File: config.mk
export PLATFORM = sky130hd
export DESIGN_NAME = alu_arbiter
export DESIGN_NICKNAME = d
export VERILOG_FILES = /design/src/rtl/alu_arbiter.sv
export SDC_FILE = /design/constraint.sdc
export NUM_CORES = 1
export LEC_CHECK = 0
export CAP_MARGIN = 0
export CORE_UTILIZATION = 42
export CTS_CLUSTER_DIAMETER = 40
export CTS_CLUSTER_SIZE = 28
export DETAILED_ROUTE_END_ITERATION = 10
export PLACE_DENSITY = 0.84
export SLEW_MARGIN = 40
export SYNTH_ARGS = -nofsm -noshare
export SYNTH_HDL_FRONTEND = slang
export SYNTH_SLANG_ARGS = --single-unit
File: constraint.sdc
create_clock -name clk -period 5.3 [get_ports clk]
set_input_delay 1.06 -clock clk [delete_from_list [all_inputs] [get_ports clk]]
set_output_delay 1.06 -clock clk [all_outputs]
set_load 0.01 [all_outputs]
File: src/rtl/alu_arbiter.sv
// Two-requester front end for a shared combinational ALU: arbitrates, registers operands, traps illegal opcodes, returns a tagged response.
// Optional build macro ALU_ARB_FIXED_PRIO_EN: req0 always wins a tie (no round-robin pointer).
module alu_arbiter #(
    parameter int DATA_WIDTH = 32,
    parameter int OP_WIDTH   = 4
) (
    input  logic                  clk,
    input  logic                  reset_n,

    input  logic                  req0_valid,
    output logic                  req0_ready,
    input  logic [OP_WIDTH-1:0]   req0_op,
    input  logic [DATA_WIDTH-1:0] req0_a,
    input  logic [DATA_WIDTH-1:0] req0_b,

    input  logic                  req1_valid,
    output logic                  req1_ready,
    input  logic [OP_WIDTH-1:0]   req1_op,
    input  logic [DATA_WIDTH-1:0] req1_a,
    input  logic [DATA_WIDTH-1:0] req1_b,

    output logic [OP_WIDTH-1:0]   alu_operation,
    output logic [DATA_WIDTH-1:0] alu_in_x,
    output logic [DATA_WIDTH-1:0] alu_in_y,
    input  logic [DATA_WIDTH-1:0] alu_out_s,
    input  logic                  alu_zr,
    input  logic                  alu_ng,

    output logic                  rsp_valid,
    input  logic                  rsp_ready,
    output logic                  rsp_id,
    output logic [DATA_WIDTH-1:0] rsp_result,
    output logic                  rsp_zr,
    output logic                  rsp_ng,
    output logic                  rsp_err
);

    localparam logic [OP_WIDTH-1:0] OP_AND = OP_WIDTH'(4'b0000);
    localparam logic [OP_WIDTH-1:0] OP_OR  = OP_WIDTH'(4'b0001);
    localparam logic [OP_WIDTH-1:0] OP_ADD = OP_WIDTH'(4'b0010);
    localparam logic [OP_WIDTH-1:0] OP_SUB = OP_WIDTH'(4'b0110);
    localparam logic [OP_WIDTH-1:0] OP_SLT = OP_WIDTH'(4'b0111);
    localparam logic [OP_WIDTH-1:0] OP_NOR = OP_WIDTH'(4'b1100);

    typedef enum logic [1:0] {
        IDLE = 2'd0,
        EXEC = 2'd1,
        RESP = 2'd2
    } state_t;

    function automatic logic is_legal(input logic [OP_WIDTH-1:0] op);
        case (op)
            OP_AND, OP_OR, OP_ADD, OP_SUB, OP_SLT, OP_NOR: return 1'b1;
            default:                                       return 1'b0;
        endcase
    endfunction

    state_t                state_q, state_d;
    logic [OP_WIDTH-1:0]   op_q, op_d;
    logic [DATA_WIDTH-1:0] x_q, x_d;
    logic [DATA_WIDTH-1:0] y_q, y_d;
    logic                  id_q, id_d;
    logic                  illegal_q, illegal_d;
    logic                  rsp_id_q, rsp_id_d;
    logic [DATA_WIDTH-1:0] rsp_result_q, rsp_result_d;
    logic                  rsp_zr_q, rsp_zr_d;
    logic                  rsp_ng_q, rsp_ng_d;
    logic                  rsp_err_q, rsp_err_d;

    logic                  grant0, grant1;
    logic                  accept_en, take;
    logic [OP_WIDTH-1:0]   sel_op;
    logic [DATA_WIDTH-1:0] sel_a, sel_b;

`ifdef ALU_ARB_FIXED_PRIO_EN
    always_comb begin
        grant0 = req0_valid;
        grant1 = req1_valid && !req0_valid;
    end
`else
    logic rr_ptr_q, rr_ptr_d;

    // rr_ptr_q = 1 means req1 wins the next tie
    always_comb begin
        grant0 = 1'b0;
        grant1 = 1'b0;
        if (req0_valid && req1_valid) begin
            if (rr_ptr_q) grant1 = 1'b1;
            else          grant0 = 1'b1;
        end else if (req0_valid) begin
            grant0 = 1'b1;
        end else if (req1_valid) begin
            grant1 = 1'b1;
        end
    end

    always_comb begin
        rr_ptr_d = rr_ptr_q;
        if (take) rr_ptr_d = grant0;
    end

    always_ff @(posedge clk or negedge reset_n) begin
        if (!reset_n) rr_ptr_q <= 1'b0;
        else          rr_ptr_q <= rr_ptr_d;
    end
`endif

    assign take   = accept_en && (grant0 || grant1);
    assign sel_op = grant1 ? req1_op : req0_op;
    assign sel_a  = grant1 ? req1_a  : req0_a;
    assign sel_b  = grant1 ? req1_b  : req0_b;

    always_ff @(posedge clk or negedge reset_n) begin
        if (!reset_n) state_q <= IDLE;
        else          state_q <= state_d;
    end

    always_comb begin
        state_d = state_q;
        case (state_q)
            IDLE:    if (take) state_d = EXEC;
            EXEC:    state_d = RESP;
            RESP:    if (rsp_ready) state_d = take ? EXEC : IDLE;
            default: state_d = IDLE;
        endcase
    end

    // Ready is masked while reset is held so no handshake is seen mid-reset
    always_comb begin
        accept_en = 1'b0;
        rsp_valid = 1'b0;
        case (state_q)
            IDLE: accept_en = 1'b1;
            RESP: begin
                rsp_valid = 1'b1;
                accept_en = rsp_ready;
            end
            default: ;
        endcase
        req0_ready = reset_n && accept_en && grant0;
        req1_ready = reset_n && accept_en && grant1;
    end

    // An illegal opcode leaves the ALU operand registers untouched
    always_comb begin
        op_d         = op_q;
        x_d          = x_q;
        y_d          = y_q;
        id_d         = id_q;
        illegal_d    = illegal_q;
        rsp_id_d     = rsp_id_q;
        rsp_result_d = rsp_result_q;
        rsp_zr_d     = rsp_zr_q;
        rsp_ng_d     = rsp_ng_q;
        rsp_err_d    = rsp_err_q;
        if (take) begin
            id_d      = grant1;
            illegal_d = !is_legal(sel_op);
            if (is_legal(sel_op)) begin
                op_d = sel_op;
                x_d  = sel_a;
                y_d  = sel_b;
            end
        end
        if (state_q == EXEC) begin
            rsp_id_d  = id_q;
            rsp_err_d = illegal_q;
            if (illegal_q) begin
                rsp_result_d = '0;
                rsp_zr_d     = 1'b0;
                rsp_ng_d     = 1'b0;
            end else begin
                rsp_result_d = alu_out_s;
                rsp_zr_d     = alu_zr;
                rsp_ng_d     = alu_ng;
            end
        end
    end

    always_ff @(posedge clk or negedge reset_n) begin
        if (!reset_n) begin
            op_q         <= '0;
            x_q          <= '0;
            y_q          <= '0;
            id_q         <= 1'b0;
            illegal_q    <= 1'b0;
            rsp_id_q     <= 1'b0;
            rsp_result_q <= '0;
            rsp_zr_q     <= 1'b0;
            rsp_ng_q     <= 1'b0;
            rsp_err_q    <= 1'b0;
        end else begin
            op_q         <= op_d;
            x_q          <= x_d;
            y_q          <= y_d;
            id_q         <= id_d;
            illegal_q    <= illegal_d;
            rsp_id_q     <= rsp_id_d;
            rsp_result_q <= rsp_result_d;
            rsp_zr_q     <= rsp_zr_d;
            rsp_ng_q     <= rsp_ng_d;
            rsp_err_q    <= rsp_err_d;
        end
    end

    assign alu_operation = op_q;
    assign alu_in_x      = x_q;
    assign alu_in_y      = y_q;
    assign rsp_id        = rsp_id_q;
    assign rsp_result    = rsp_result_q;
    assign rsp_zr        = rsp_zr_q;
    assign rsp_ng        = rsp_ng_q;
    assign rsp_err       = rsp_err_q;

endmodule
# Word-level counts from Yosys, hierarchy flattened
# Index checks and enable logic that the tools add are counted.
# Widths: inputs -> output; s select.
# totals
reg_bits	109
ramBits	0
out_inout_bits	107
memories	0
romBits	0
in_bits	175
wordCells	54
latch_bits	0
# classes
mux	21
reduce_logical	12
mul	0
eq_ne	9
addsub	0
n_bitwise	0
order_cmp	0
div_mod_pow	0
n_shift	0
# op_table
cell	count
$mux 32	3
$mux 1	13
$eq 4x3->1 const B	2
$pmux 2 s3	1
$reduce_or 6->1	1
$logic_and 1x1->1	5
$eq 4x1->1 const B	1
$eq 4x2->1 const B	1
$eq 4x4->1 const B	1
$logic_not 4->1	1
$mux 2	2
$mux 4	1
$ne 2x2->1 const B	2
$reduce_and 2->1	2
$eq 2x1->1 const B	1
$eq 2x2->1 const B	1
$logic_not 2->1	1
$pmux 1 s2	1
$logic_not 1->1	1
$logic_or 1x1->1	1

# Longest topological paths before layout
# depth
ltp_word	9
mapped_depth	7

# Worst setup path before layout
# No wires, ideal clock.
# synth_path
path_kind	input to output
from	input req1_valid
to	output req1_ready
n_path_buf	3
t_required_ps	4240
cell_stages	5
arrival_time_ps	1934
setup_slack_ps	2306
path_cell_list	buf_2 nand2_1 buf_2 buf_2 nor2_1
# synth_via
elab_chain_cells	4
word_cells_on_any_way	5
classes_between	mux (3); reduce/logical (2)
# synth_rtl
element	line	rtl
from (decl)	16	input logic req1_valid,
$mux 1	92	end else if (req1_valid) begin
$mux 1	90	end else if (req0_valid) begin
$mux 1 (*)	87	if (req0_valid && req1_valid) begin
$logic_and 1x1->1 (*)	141	req1_ready = reset_n && accept_en && grant1;
to (decl)	17	output logic req1_ready,
# Every way passes the cells marked *; elsewhere a longest branch is shown, timed or not.

# Worst setup path after layout
# layout_path
from	input rsp_ready
to	output req0_ready
# layout_via
elab_chain_cells	3
# layout_rtl
element	line	rtl
from (decl)	30	input logic rsp_ready,
$pmux 1 s2	132	case (state_q)
$logic_and 1x1->1 (2 in a row)	140	req0_ready = reset_n && accept_en && grant0;
to (decl)	11	output logic req0_ready,
# No other way between the ends.

==> results.cfg <==
[cells_and_area]
nets = 852
drive_gt1_share_pct = 23.20
final_cell_mix = clkdlybuf4s50_1 (280), mux2_2 (116), dfrtp_1 (108), nand2_1 (40), nand2b_1 (36)
area_growth_pct = 62.98
mostFrequentLayoutCell = clkdlybuf4s50_1
diodes = 0

[hold_path]
worstHoldPathCells = 2
min_from = rsp_result[6]
hold_end = rsp_result[6]
min_path_type = reg2reg

[critical_path]
rr_startpoint = rr_ptr_q
critPathLaunchType = primary input
path_max_fanout = 6
crit_start = rsp_ready
ff2ff_path_depth = 7
r2r-end = alu_in_x[10]
arrival_ns = 2.81
crit_required_ns = 4.24
end_kind = primary output
critical_path_class = in2out
regToRegSetupSlack_ns = 2.54

[run_status]
status = completed

[routing]
drt_wl_total_microns = 14920
avgViaCountPerCell = 5.040
final_antenna_net_count = 0
wl_met1_microns = 5727
route.met3.wl_microns = 1341
drt_first_pass_iters = 4
highest_layer = met4
drc = 0
wl_met2_microns = 7522
vias = 4173
drt_iter0_drc = 182
post_drt_wl_per_cell_microns = 18.02

[clocking]
cts_sinks = 109
clk_latency_ns = 0.35
cts_tree = built
h-tree-depth = 3
cts.hold.buffers_added = 0
post-cts-setup-buffers = 0
cts_buffer_depth = 2
cts_root_buf = clkbuf_16
clkSlewWorstSetupHoldPaths_ns = 0.07
numCtsBuffers = 9
cts_resized = 0

[floorplan]
die_x_microns = 113.2
core_area_sq_mm = 0.01201
dieHeight_microns = 113.2
io_pins = 282
die_area_sq_mm = 0.01282
rows = 40
start_util_pct = 43.25

[run]
max-cap-violations = 0

[timing]
setup_violations = 0
maxSlewHeadroom_pct = 53.18
fmax_mhz = 258.4
finalSetupTns_ns = 0
period_minus_slack_ns = 3.869
finalCritPeriodShare_pct = 73.00
rsz0062_at_grt = false
slew_viol_final = 0
worst_pin_slew_ns = 0.7023
finClkSkew_ns = 0.006149
hold_viol = 0

[synth]
synth_top_area_share_pct = 52.50
syn_area_sq_mm = 0.005195
ys_seq_area_share_pct = 52.50
synth_area_leaders = dfrtp_1 (53%), mux2_2 (25%), mux2_4 (5.2%)
avgSynthCellArea_sq_um = 12.76
yosysTopAreaCell = dfrtp_1
yosysUniqueCellTypes = 27
yosys_warnings = 0
postSynthCellCount = 407
ys_ff_latch = 109
synth_nets = 582

[power]
peakVddDrop_mv = 0.2748
leakage_nw = 3.530
finalPower_mw = 4.108
power.density_mw_per_mm2 = 485.2

[placement]
hpwlAfterDp_microns = 11350
gp_congestion = 0.7923
portBuffers = 281

[global_route]
antenna_found_initial = 0
grt_max_degree = 72
grt_pass1_wl_microns = 23110
gr-usage-all-layers_pct = 23.77
grt_pass1_vias = 4520
overflow = 0
-- per-stage QoR --
| stage | std cells | util [%] | area, sq um | setup slack [ns] | hold slack [ns] |
|---|---|---|---|---|---|
| 4_1_cts | 828 | 70.45 | 8462 | 1.428 | 0.4868 |
| 2_1_floorplan | 407 | - | 5195 | 2.306 | 0.4634 |
| 3_3_place_gp | 812 | 67.40 | 8095 | 1.389 | 0.4640 |
| 6_report | 828 | 70.49 | 8467 | 1.431 | 0.4821 |
| 3_5_place_dp | 813 | 67.67 | 8128 | 1.384 | 0.4713 |
| 5_1_grt | 828 | 70.49 | 8467 | 1.311 | 0.5160 |
-- worst max-delay path, stage by stage --
cell	delay [ns]
clkdlybuf4s50_1	0.46
nand2b_1	0.11
nor2b_1	0.36
nand2_1	0.13
nor2_1	0.14
clkdlybuf4s50_1	0.55
-- cells by family after synthesis --
logic type             share of synthesized area [%]
AOI/OAI and AO/OA                              5.226
buffers and inverters                          2.746
DFF                                            52.50
muxes                                          31.12
and+or+nand+nor                                8.406
-- per-layer routing --
metal | up-vias | global-route usage, %
li1 | 1953 | -
met1 | 2029 | 26.51
met2 | 171 | 41.55
met3 | 20 | 8.356
met4 | 0 | 9.298
met5 | - | 0
-- report_power, final --
| group | total [mW] | switching (mW) | internal [mW] | leakage [nW] |
|---|---|---|---|---|
| Sequential | 1.44 | 0.235 | 1.20 | 1.33 |
| Clock | 0.746 | 0.295 | 0.450 | 0.161 |
| Combinational | 1.93 | 0.731 | 1.19 | 2.04 |
-- state kept, by name, indices dropped and copies added (netlist names) --
name	count
id_q	1
alu_in_x	32
rr_ptr_q	1
state_q	2
alu_in_y	32
illegal_q	1
rsp_ng	1
rsp_err	1
alu_operation	4
rsp_zr	1
rsp_result	32
rsp_id	1
-- how the worst max path moves through the flow --
stage / to / slack [ns]
6_report: req0_ready / 1.43
5_1_grt: req0_ready / 1.31
4_1_cts: req0_ready / 1.43
3_5_place_dp: alu_in_x[9] / 1.38
3_3_place_gp: alu_in_x[19] / 1.39
2_1_floorplan: req1_ready / 2.31
-- synth_stat cells (all sizes together) --
cell type	count
nor3b	1
o21ai	35
a21o	1
nand4	1
o211ai	1
o21a	2
nand2b	37
o2bb2ai	1
a32o	1
and4	1
mux2	134
mux2i	4
nor2b	2
nand3	1
a21bo	1
a21oi	2
nand2	41
a221o	1
clkbuf	16
buf	10
nor2	3
dfrtp	109
a31oi	2
-- layout make-up --
type                    instances  area [sq um]
repair buffers                285          2877
clock buffers                  12         266.5
multi-input cells             272          2344
well taps                     147         183.9
clock inverters                 3         67.56
flip-flops and latches        109          2729
fillers                       869          3545
Note: power is estimated with default switching activity, not from simulation.
